`src/rtl/accel_mem_bridge_pkg.sv`:
```
// Shared types and sizing helpers for the accelerator-to-memory bridge.
// Holds the read-path state encoding and the FIFO entry / timeout counter widths.
package accel_mem_bridge_pkg;

    typedef enum logic [2:0] {
        ST_IDLE    = 3'd0,
        ST_DRAIN   = 3'd1,
        ST_RD_REQ  = 3'd2,
        ST_RD_WAIT = 3'd3,
        ST_RD_RESP = 3'd4
    } bridge_state_t;

    localparam int DEF_ADDR_W      = 32;
    localparam int DEF_DATA_W      = 64;
    localparam int DEF_TIMEOUT     = 1024;

    // A posted write is stored as {address, writedata, byteenable}.
    function automatic int entry_width(input int aw, input int dw);
        return aw + dw + dw / 8;
    endfunction

    function automatic int tmo_cnt_width(input int t);
        return (t < 2) ? 1 : $clog2(t);
    endfunction

    localparam int ENTRY_W   = entry_width(DEF_ADDR_W, DEF_DATA_W);
    localparam int TMO_CNT_W = tmo_cnt_width(DEF_TIMEOUT);

endpackage

```
`src/rtl/accel_bridge_wfifo.sv`:
```
// Posted-write FIFO: synchronous, power-of-two depth, head read straight from storage.
// The caller never pushes when full nor pops when empty.
module accel_bridge_wfifo
    import accel_mem_bridge_pkg::*;
#(
    parameter int WIDTH = ENTRY_W,
    parameter int DEPTH = 4
) (
    input  logic             clk_i,
    input  logic             rst_i,
    input  logic             push_i,
    input  logic [WIDTH-1:0] data_i,
    input  logic             pop_i,
    output logic [WIDTH-1:0] head_o,
    output logic             full_o,
    output logic             empty_o
);

    localparam int PTR_W = $clog2(DEPTH);

    logic [PTR_W:0]   wr_ptr_q, wr_ptr_d;
    logic [PTR_W:0]   rd_ptr_q, rd_ptr_d;
    logic [WIDTH-1:0] mem_q [DEPTH];

    // Extra pointer bit distinguishes full from empty when the indices match.
    assign empty_o = (wr_ptr_q == rd_ptr_q);
    assign full_o  = (wr_ptr_q[PTR_W] != rd_ptr_q[PTR_W]) &&
                     (wr_ptr_q[PTR_W-1:0] == rd_ptr_q[PTR_W-1:0]);
    assign head_o  = mem_q[rd_ptr_q[PTR_W-1:0]];

    always_comb begin
        wr_ptr_d = wr_ptr_q;
        rd_ptr_d = rd_ptr_q;
        if (push_i) wr_ptr_d = wr_ptr_q + {{PTR_W{1'b0}}, 1'b1};
        if (pop_i)  rd_ptr_d = rd_ptr_q + {{PTR_W{1'b0}}, 1'b1};
    end

    always_ff @(posedge clk_i or posedge rst_i) begin
        if (rst_i) begin
            wr_ptr_q <= '0;
            rd_ptr_q <= '0;
        end else begin
            wr_ptr_q <= wr_ptr_d;
            rd_ptr_q <= rd_ptr_d;
        end
    end

    always_ff @(posedge clk_i) begin
        if (push_i) mem_q[wr_ptr_q[PTR_W-1:0]] <= data_i;
    end

endmodule

```
`src/rtl/accel_mem_bridge.sv`:
```
// Bridges the accelerator's held-read/waitrequest master onto a pipelined memory master:
// writes are posted through a FIFO, reads wait for the FIFO to drain and can time out.
module accel_mem_bridge
    import accel_mem_bridge_pkg::*;
#(
    parameter int ADDR_W         = 32,
    parameter int DATA_W         = 64,
    parameter int WFIFO_DEPTH    = 4,
    parameter int TIMEOUT_CYCLES = 1024
) (
    input  logic                csi_clockreset_clk,
    input  logic                csi_clockreset_reset,
    input  logic [ADDR_W-1:0]   avs_acc_address,
    input  logic [DATA_W-1:0]   avs_acc_writedata,
    input  logic [DATA_W/8-1:0] avs_acc_byteenable,
    input  logic                avs_acc_write,
    input  logic                avs_acc_read,
    output logic [DATA_W-1:0]   avs_acc_readdata,
    output logic                avs_acc_waitrequest,
    output logic [ADDR_W-1:0]   avm_mem_address,
    output logic [DATA_W-1:0]   avm_mem_writedata,
    output logic [DATA_W/8-1:0] avm_mem_byteenable,
    output logic                avm_mem_write,
    output logic                avm_mem_read,
    input  logic                avm_mem_waitrequest,
    input  logic [DATA_W-1:0]   avm_mem_readdata,
    input  logic                avm_mem_readdatavalid,
    output logic                rd_timeout
);

    localparam int BE_W  = DATA_W / 8;
    localparam int EW    = entry_width(ADDR_W, DATA_W);
    localparam int CNT_W = tmo_cnt_width(TIMEOUT_CYCLES);
    localparam logic [CNT_W-1:0] CNT_LAST = CNT_W'(TIMEOUT_CYCLES - 1);

    bridge_state_t     state_q, state_d;
    logic [ADDR_W-1:0] rd_addr_q, rd_addr_d;
    logic [BE_W-1:0]   rd_be_q, rd_be_d;
    logic [CNT_W-1:0]  cnt_q, cnt_d;
    logic [DATA_W-1:0] rdata_q, rdata_d;
    logic              tmo_q, tmo_d;

    logic              fifo_full, fifo_empty, wr_accept, fifo_pop;
    logic [EW-1:0]     fifo_head;
    logic [ADDR_W-1:0] head_addr;
    logic [DATA_W-1:0] head_data;
    logic [BE_W-1:0]   head_be;

    // Writes are only taken in IDLE, so a read never overtakes a posted write.
    assign wr_accept = avs_acc_write && !fifo_full && (state_q == ST_IDLE);
    assign fifo_pop  = !fifo_empty && !avm_mem_waitrequest;

    accel_bridge_wfifo #(
        .WIDTH (EW),
        .DEPTH (WFIFO_DEPTH)
    ) u_wfifo (
        .clk_i   (csi_clockreset_clk),
        .rst_i   (csi_clockreset_reset),
        .push_i  (wr_accept),
        .data_i  ({avs_acc_address, avs_acc_writedata, avs_acc_byteenable}),
        .pop_i   (fifo_pop),
        .head_o  (fifo_head),
        .full_o  (fifo_full),
        .empty_o (fifo_empty)
    );

    assign head_addr = fifo_head[EW-1 -: ADDR_W];
    assign head_data = fifo_head[DATA_W+BE_W-1 -: DATA_W];
    assign head_be   = fifo_head[BE_W-1:0];

    assign avs_acc_waitrequest = !(wr_accept || (state_q == ST_RD_RESP));
    assign avs_acc_readdata    = rdata_q;
    assign rd_timeout          = tmo_q;
    assign avm_mem_write       = !fifo_empty;
    assign avm_mem_read        = (state_q == ST_RD_REQ);

    // The FIFO is always empty in RD_REQ, so the two sources never collide.
    always_comb begin
        avm_mem_address    = '0;
        avm_mem_writedata  = '0;
        avm_mem_byteenable = '0;
        if (!fifo_empty) begin
            avm_mem_address    = head_addr;
            avm_mem_writedata  = head_data;
            avm_mem_byteenable = head_be;
        end else if (state_q == ST_RD_REQ) begin
            avm_mem_address    = rd_addr_q;
            avm_mem_byteenable = rd_be_q;
        end
    end

    always_comb begin
        state_d   = state_q;
        rd_addr_d = rd_addr_q;
        rd_be_d   = rd_be_q;
        cnt_d     = cnt_q;
        rdata_d   = rdata_q;
        tmo_d     = tmo_q;
        case (state_q)
            ST_IDLE: begin
                if (avs_acc_read && !avs_acc_write) begin
                    rd_addr_d = avs_acc_address;
                    rd_be_d   = avs_acc_byteenable;
                    state_d   = fifo_empty ? ST_RD_REQ : ST_DRAIN;
                end
            end
            ST_DRAIN: begin
                if (fifo_empty) state_d = ST_RD_REQ;
            end
            ST_RD_REQ: begin
                if (!avm_mem_waitrequest) begin
                    state_d = ST_RD_WAIT;
                    cnt_d   = '0;
                end
            end
            ST_RD_WAIT: begin
                if (avm_mem_readdatavalid) begin
                    rdata_d = avm_mem_readdata;
                    state_d = ST_RD_RESP;
                end else if (cnt_q == CNT_LAST) begin
                    rdata_d = '0;
                    tmo_d   = 1'b1;
                    state_d = ST_RD_RESP;
                end else begin
                    cnt_d = cnt_q + CNT_W'(1);
                end
            end
            ST_RD_RESP: state_d = ST_IDLE;
            default:    state_d = ST_IDLE;
        endcase
    end

    always_ff @(posedge csi_clockreset_clk or posedge csi_clockreset_reset) begin
        if (csi_clockreset_reset) begin
            state_q   <= ST_IDLE;
            rd_addr_q <= '0;
            rd_be_q   <= '0;
            cnt_q     <= '0;
            rdata_q   <= '0;
            tmo_q     <= 1'b0;
        end else begin
            state_q   <= state_d;
            rd_addr_q <= rd_addr_d;
            rd_be_q   <= rd_be_d;
            cnt_q     <= cnt_d;
            rdata_q   <= rdata_d;
            tmo_q     <= tmo_d;
        end
    end

endmodule

```
`config.mk`:
```
export PLATFORM = sky130hd
export DESIGN_NAME = accel_mem_bridge
export DESIGN_NICKNAME = d
export VERILOG_FILES = /design/src/rtl/accel_mem_bridge_pkg.sv /design/src/rtl/accel_bridge_wfifo.sv /design/src/rtl/accel_mem_bridge.sv
export SDC_FILE = /design/constraint.sdc
export NUM_CORES = 1
export LEC_CHECK = 0
export ABC_AREA = 1
export CORE_MARGIN = 2
export CORE_UTILIZATION = 54
export DETAILED_ROUTE_END_ITERATION = 8
export MAX_ROUTING_LAYER = met4
export PLACE_DENSITY = 0.82
export SLEW_MARGIN = 20
export SYNTH_ARGS = -nofsm -noshare
export SYNTH_HDL_FRONTEND = slang
export SYNTH_HIERARCHICAL = 1
export SYNTH_SLANG_ARGS = --single-unit
export TNS_END_PERCENT = 5
```
`constraint.sdc`:
```
create_clock -name csi_clockreset_clk -period 5.5 [get_ports csi_clockreset_clk]
set_clock_uncertainty 0.1 [all_clocks]
set_input_delay 0.55 -clock csi_clockreset_clk [delete_from_list [all_inputs] [get_ports csi_clockreset_clk]]
set_output_delay 0.55 -clock csi_clockreset_clk [all_outputs]
set_load 0.01 [all_outputs]
```
Word-level counts from Yosys, hierarchy flattened
Memory sizes are Yosys's and may differ from the RTL's.
Index checks and enable logic that the tools add are counted.
- bitwise operators: 1
- reduce and logical (&&, ||, !) cells: 19
- equality and inequality tests: 14
- add/sub/neg operators: 3
- muxes and demuxes: 20
- operators with widths (kind ; number):
    64-bit 2-to-1 mux ; 3
    32-bit 2-to-1 mux ; 2
    10-bit 2-to-1 mux ; 3
    10-bit one-hot mux with 2 select lines ; 1
    8-bit 2-to-1 mux ; 2
    3-bit 2-to-1 mux ; 5
    3-bit one-hot mux with 4 select lines ; 1
    10-bit by 1-bit adder with 10-bit output, second input constant ; 1
    10-bit equality test, second input constant ; 1
    2-bit != test, second input constant ; 4
    4-bit AND reduction ; 2
    3-bit by 1-bit adder with 3-bit output, second input constant ; 2
    3-bit by 2-bit equality test with 1-bit output, second input constant ; 2
    1-bit logical AND ; 5
    1-bit logical NOT ; 5
    2-bit AND reduction ; 2
    2-bit nonzero test ; 2
    3-bit by 1-bit equality test with 1-bit output, second input constant ; 1
    3-bit equality test ; 1
    3-bit equality test, second input constant ; 1
    3-bit logical NOT ; 1
    3-bit != test, second input constant ; 1
    3-bit AND reduction ; 1
    2-bit equality test ; 1
    6 further kinds ; 7
- memories kept: 1
- output and inout port bits: 172
- bits of input ports: 174
- register bits after elaboration: 124
- logic and storage cells: 66
- bits in writable memories: 416
- memories (memory ; words ; bits a word ; read ports ; clocked after memory_dff ; wr ports ; line ; source):
    u_wfifo.mem_q ; 4 ; 104 ; 1 ; 0 ; 1 ; accel_bridge_wfifo.sv:23 ; logic [WIDTH-1:0] mem_q [DEPTH];

Logic depth before layout (Yosys ltp)
- depth in word-level cells: 7
- depth in mapped cells: 15
- mapped depth without buffers: 12

Hierarchy
Netlist, hierarchy kept.
- modules (own cells, without submodules) (module ; area each (um2) ; times used ; seq. area each (um2) ; cells an instance):
    accel_bridge_wfifo ; 16691.0 ; 1 ; 12642.1 ; 1256
    accel_mem_bridge ; 5880.6 ; 1 ; 2952.8 ; 764

Least setup slack after synthesis
No wires, ideal clock.
- path type: register -> register
- start point: register u_wfifo.rd_ptr_q[1]
- end point: memory u_wfifo/mem_q[3][0] (netlist bit), enable pin
- period minus slack after synthesis: 4.059 ns
- cell stages (with the launch flop): 12
- arrival: 3.502 ns
- required time: 4.943 ns
- path slack: 1.441 ns
- path buffers: 3
- library setup time: 0.457 ns
- cell sequence: dfrtp_1 > buf_2 > inv_2 > buf_2 > nand2_1 > nand2_1 > nand2_1 > nor2_1 > nor3b_1 > clkbuf_1 > nand2_1 > inv_1
- cells in the longest elaborated chain, start to end: 7
- ends and longest elaborated chain (item ; line ; source):
    from (decl) ; accel_bridge_wfifo.sv:22 ; logic [PTR_W:0] rd_ptr_q, rd_ptr_d;
    from (signal assigned) ; accel_bridge_wfifo.sv:44 ; rd_ptr_q <= rd_ptr_d;
    2-bit equality test ; accel_bridge_wfifo.sv:28 ; (wr_ptr_q[PTR_W-1:0] == rd_ptr_q[PTR_W-1:0]);
    1-bit logical AND ; accel_bridge_wfifo.sv:27 ; assign full_o = (wr_ptr_q[PTR_W] != rd_ptr_q[PTR_W]) &&
    named net fifo_full ; accel_mem_bridge.sv:43 ; logic fifo_full, fifo_empty, wr_accept, fifo_pop;
    1-bit logical NOT ; accel_mem_bridge.sv:50 ; assign wr_accept = avs_acc_write && !fifo_full && (state_q == ST_IDLE);
    1-bit logical AND (2 in a row) ; accel_mem_bridge.sv:50 ;
    named net wr_accept ; accel_mem_bridge.sv:43 ;
    1-bit 2-to-1 mux ; accel_bridge_wfifo.sv:49 ; if (push_i) mem_q[wr_ptr_q[PTR_W-1:0]] <= data_i;
    1-bit 2-to-1 mux (implied by the code) ; accel_bridge_wfifo.sv:49 ;
    to (decl) ; accel_bridge_wfifo.sv:23 ;
The timed path passes the listed nets, and every way through them passes these cells.

Worst setup path in the final report
- start point: register u_wfifo.rd_ptr_q[1]
- end point: output avm_mem_byteenable[6]
- cells in the longest elaborated chain, start to end: 2
- elaborated cells on any way between the ends: 3
- classes of those cells: eq/ne: 1; mux: 1; memory: 1
- ends and longest elaborated chain (item ; line ; source):
    3-bit equality test ; accel_bridge_wfifo.sv:26 ; assign empty_o = (wr_ptr_q == rd_ptr_q);
    named net fifo_empty ; accel_mem_bridge.sv:43 ;
    8-bit 2-to-1 mux ; accel_mem_bridge.sv:82 ; if (!fifo_empty) begin
    to (decl) ; accel_mem_bridge.sv:22 ; output logic [DATA_W/8-1:0] avm_mem_byteenable,
The timed path passes the listed nets, and every way through them passes these cells.

==> out/metrics.json <==
{
  "share_seq_of_total_power": {"value": 35.6, "unit": "%"},
  "timing.critical_path.from_type": {"value": "flip-flop"},
  "finalWirelength": {"value": 52480, "unit": "um"},
  "grt_start_max_net_pins": {"value": 285},
  "timing.slew.headroom": {"value": 24.71, "unit": "%"},
  "post_cts.repair.setup_buffers": {"value": 0},
  "grt_first_pass_wirelength": {"value": 82770, "unit": "um"},
  "placed_cells": {"value": 2804},
  "totalPowerFinal": {"value": 15.65, "unit": "mW"},
  "synth.avg_cell_area": {"value": 11.17, "unit": "um^2"},
  "die-height": {"value": 208.5, "unit": "um"},
  "ys_ff_latch": {"value": 540},
  "internal_power_summed_over_all_cells": {"value": 10.13, "unit": "mW"},
  "worstHoldPathType": {"value": "input pin to async pin"},
  "timing_max_transition_violations_final": {"value": 0},
  "worst_ep_required_time": {"value": 4.85, "unit": "ns"},
  "critical_path_peak_fanout": {"value": 43},
  "aggregate_global_route_resource_usage": {"value": 25.18, "unit": "%"},
  "drc_viols": {"value": 0},
  "finalCriticalPeriod": {"value": 4.448, "unit": "ns"},
  "clkTransAtPathRegs": {"value": 0.06, "unit": "ns"},
  "design.die.area": {"value": 43450, "unit": "um^2"},
  "share_clk_of_total_power": {"value": 22.5, "unit": "%"},
  "status": {"value": "completed"},
  "cts_max_path_buffers": {"value": 3},
  "leading_cell_type_in_the_layout_fill_and_taps_excluded": {"value": "nand2_1"},
  "fin_nets": {"value": 2509},
  "number_of_global_route_vias_before_repair": {"value": 15540},
  "timing.setup.critical_path_class": {"value": "flip-flop to primary output"},
  "timing.critical_path.cells": {"value": "inv_4 -> nand2_1 -> nand2_1 -> nand2_1 -> nor2_4 -> inv_2 -> nand2_1 -> nand2_1 -> clkdlybuf4s50_1"},
  "holdBufCountCts": {"value": 0},
  "hold_violations": {"value": 0},
  "crit_path_top_delay_cell": {"value": "dfrtp_4"},
  "antenna_violating_nets_post_route": {"value": 0},
  "timing_worst_slew_pin_value": {"value": 1.127, "unit": "ns"},
  "synth_nets": {"value": 2200},
  "place.port_buffers": {"value": 345},
  "globalRoute.totalOverflow": {"value": 0},
  "holdWs": {"value": 0.2269, "unit": "ns"},
  "post-route-period-util": {"value": 80.88, "unit": "%"},
  "via_count": {"value": 15380},
  "clock-sinks": {"value": 540},
  "floorplan.initialDensity": {"value": 55.03, "unit": "%"},
  "rsz0062_at_grt": {"value": "no"},
  "cp_top_family": {"value": "buffers and inverters"},
  "worst-endpoint-arrival": {"value": 3.80, "unit": "ns"},
  "p_leak": {"value": 11.74, "unit": "nW"},
  "sum_of_net_half_perimeters_after_detailed_placement": {"value": 32540, "unit": "um"},
  "crit_top_cell": {"value": "nand2_1"},
  "first_iter_violations": {"value": 1124},
  "cts_buffers": {"value": 53},
  "yosysUniqueCellTypes": {"value": 31},
  "cts_root_buf": {"value": "clkbuf_16"},
  "fin_cells": {"value": 2910},
  "timing.final.setup_violations": {"value": 0},
  "layout.cells.most_common_list": {"value": "nand2_1, edfxtp_1, clkdlybuf4s50_1"},
  "number_of_top_level_pins": {"value": 346},
  "buf_inv_stages_crit_path": {"value": 3},
  "clkLatencyLatePin": {"value": 0.60, "unit": "ns"},
  "fp.dieW": {"value": 208.5, "unit": "um"},
  "vdd.ir_drop.worst": {"value": 0.3414, "unit": "mV"},
  "area_growth": {"value": 24.89, "unit": "%"},
  "synth-seq-area-share": {"value": 69.09, "unit": "%"},
  "timing.setup.tns": {"value": 0, "unit": "ns"},
  "cts_htree_levels": {"value": 2},
  "sw_frac_of_total": {"value": 35.25, "unit": "%"},
  "setup.worst_path.end_class": {"value": "primary output"},
  "cts_repair_resize_count": {"value": 0},
  "final_critical_path_setup_slack": {"value": 1.052, "unit": "ns"},
  "synthesis.instances": {"value": 2020},
  "fmaxAchievable": {"value": 0.2248, "unit": "GHz"},
  "number_of_antenna_violations_at_the_first_check_in_global_routing": {"value": 3},
  "combPwrFrac": {"value": 41.9, "unit": "%"},
  "p_switching": {"value": 5.515, "unit": "mW"},
  "syn_area": {"value": 22570, "unit": "um^2"},
  "first_pass_iters": {"value": 5},
  "tritoncts": {"value": "yes"},
  "placeableCoreArea": {"value": 41020, "unit": "um^2"},
  "power_per_cell_area": {"value": 555.1, "unit": "nW/um^2"},
  "synth.yosys.warnings": {"value": 6},
  "max_cap_violations": {"value": 0},
  "detail_route.vias_per_cell": {"value": 5.285},
  "post_route_cells_drive_above_1_share": {"value": 6.529, "unit": "%"},
  "floorplan.rows": {"value": 74},
  "gp_congestion": {"value": 0.8376},
  "timing.critical_path.slowest_cell_delay": {"value": 0.63, "unit": "ns"},
  "worst_setup_slack_before_clock_tree_synthesis": {"value": 1.614, "unit": "ns"},
  "post_drt_wl_per_cell": {"value": 18.03, "unit": "um"}
}
==> path summary, 6_finish.rpt <==
check	from	endpoint	slack, ns	cells past startpoint
max	u_wfifo/rd_ptr_q[1]	avm_mem_byteenable[6]	1.05	9
min	csi_clockreset_reset	u_wfifo/rd_ptr_q[0]	0.23	2
max reg2reg	u_wfifo/rd_ptr_q[1]	u_wfifo/mem_q[3][38]	1.57	9
min reg2reg	avs_acc_readdata[45]	avs_acc_readdata[45]	0.37	2
max in group asynchronous	csi_clockreset_reset	rd_addr_q[6]	3.92	3
min in group csi_clockreset_clk	avs_acc_readdata[45]	avs_acc_readdata[45]	0.37	2
==> registers in the layout (all words and copies together), names as in the netlist <==
| register | flops |
|---|---|
| rd_be_q | 8 |
| u_wfifo/wr_ptr_q | 3 |
| rd_timeout | 1 |
| u_wfifo/mem_q | 416 |
| u_wfifo/rd_ptr_q | 3 |
| avs_acc_readdata | 64 |
| cnt_q | 10 |
| state_q | 3 |
| rd_addr_q | 32 |
==> synthesized netlist by cell type <==
| cell type | instances | share of area, % |
|---|---|---|
| o22ai_1 | 1 | 0.028 |
| nand4_1 | 2 | 0.055 |
| nand3_1 | 53 | 1.2 |
| mux2_2 | 40 | 2.0 |
| a21oi_4 | 1 | 0.072 |
| nor2_1 | 82 | 1.4 |
| nor3b_1 | 3 | 0.10 |
| o21bai_1 | 1 | 0.033 |
| buf_6 | 2 | 0.10 |
| a21oi_1 | 2 | 0.044 |
| buf_2 | 52 | 1.2 |
| nand3_2 | 1 | 0.044 |
| buf_1 | 8 | 0.13 |
| nor3_1 | 1 | 0.022 |
| xor2_1 | 4 | 0.16 |
| edfxtp_1 | 416 | 55 |
| nand2_1 | 649 | 11 |
| dfrtp_1 | 124 | 14 |
| xnor2_1 | 4 | 0.16 |
| inv_2 | 2 | 0.033 |
| ha_1 | 6 | 0.33 |
| nand2_2 | 3 | 0.083 |
| clkbuf_1 | 41 | 0.68 |
| buf_4 | 4 | 0.13 |
| o21ai_0 | 4 | 0.089 |
| nor2_4 | 2 | 0.10 |
| nand2_4 | 1 | 0.050 |
| clkinv_1 | 1 | 0.017 |
| nor2_2 | 1 | 0.028 |
| inv_1 | 300 | 5.0 |
| o211ai_1 | 209 | 7.0 |
==> final cells by class <==
class	instances	area, um^2
flip-flops and latches	540	15600
fillers	2815	12830
multi-input cells	1070	5363
repair buffers	361	3689
clock buffers	72	1448
inverters	303	1152
well taps	532	665.6
clock inverters	28	260.3
diodes	4	10.01
==> kinds of logic (layout without fill, tap and decap cells) <==
logic type / Yosys count / after routing / share of synthesized area (%)
AO/OA/AOI/OAI: 218 / 218 / 7.217
XOR/XNOR: 8 / 8 / 0.3104
AND/OR/NAND/NOR: 798 / 798 / 13.81
buffers and inverters: 410 / 764 / 7.239
flip-flops: 540 / 540 / 69.09
adder cells (fa/ha/maj): 6 / 6 / 0.3326
multiplexers: 40 / 40 / 1.996
other: 0 / 4 / 0
==> per-stage QoR <==
| stage | area [um^2] | utilization, % |
|---|---|---|
| after global placement | 26420 | 64.40 |
| final | 28190 | 68.73 |
| after detailed placement | 26420 | 64.40 |
| after CTS | 28120 | 68.57 |
| after floorplan | 22570 | - |
| after global routing | 28190 | 68.72 |
==> routing by layer <==
metal | up-vias | wire (um) | track usage (%)
li1 | 7311 | - | -
met1 | 7407 | 20840 | 30.07
met2 | 568 | 26670 | 43.03
met3 | 93 | 3665 | 5.343
met4 | 0 | 1304 | 7.715
met5 | - | 0 | -
==> power groups by stage <==
stage / logic, mW / registers [mW] / clock network [mW]
finish: 6.55 / 5.57 / 3.53
global route: 7.17 / 5.64 / 3.74
CTS: 6.58 / 5.57 / 3.58
detailed placement: 6.55 / 5.64 / 0
global placement: 6.39 / 5.60 / 0
floorplan: 3.49 / 5.62 / 0
==> worst register-to-register path: stages, from the launching register on <==
cell and delay [ns]:
dfrtp_4 0.65, inv_4 0.27, nand2_1 0.14, nand2_1 0.05
nand2_1 0.12, nor2_1 0.05, nor3b_1 0.91, nand2_1 0.31
inv_4 0.43, buf_12 0.48
Note: power is estimated with default switching activity, not from simulation.
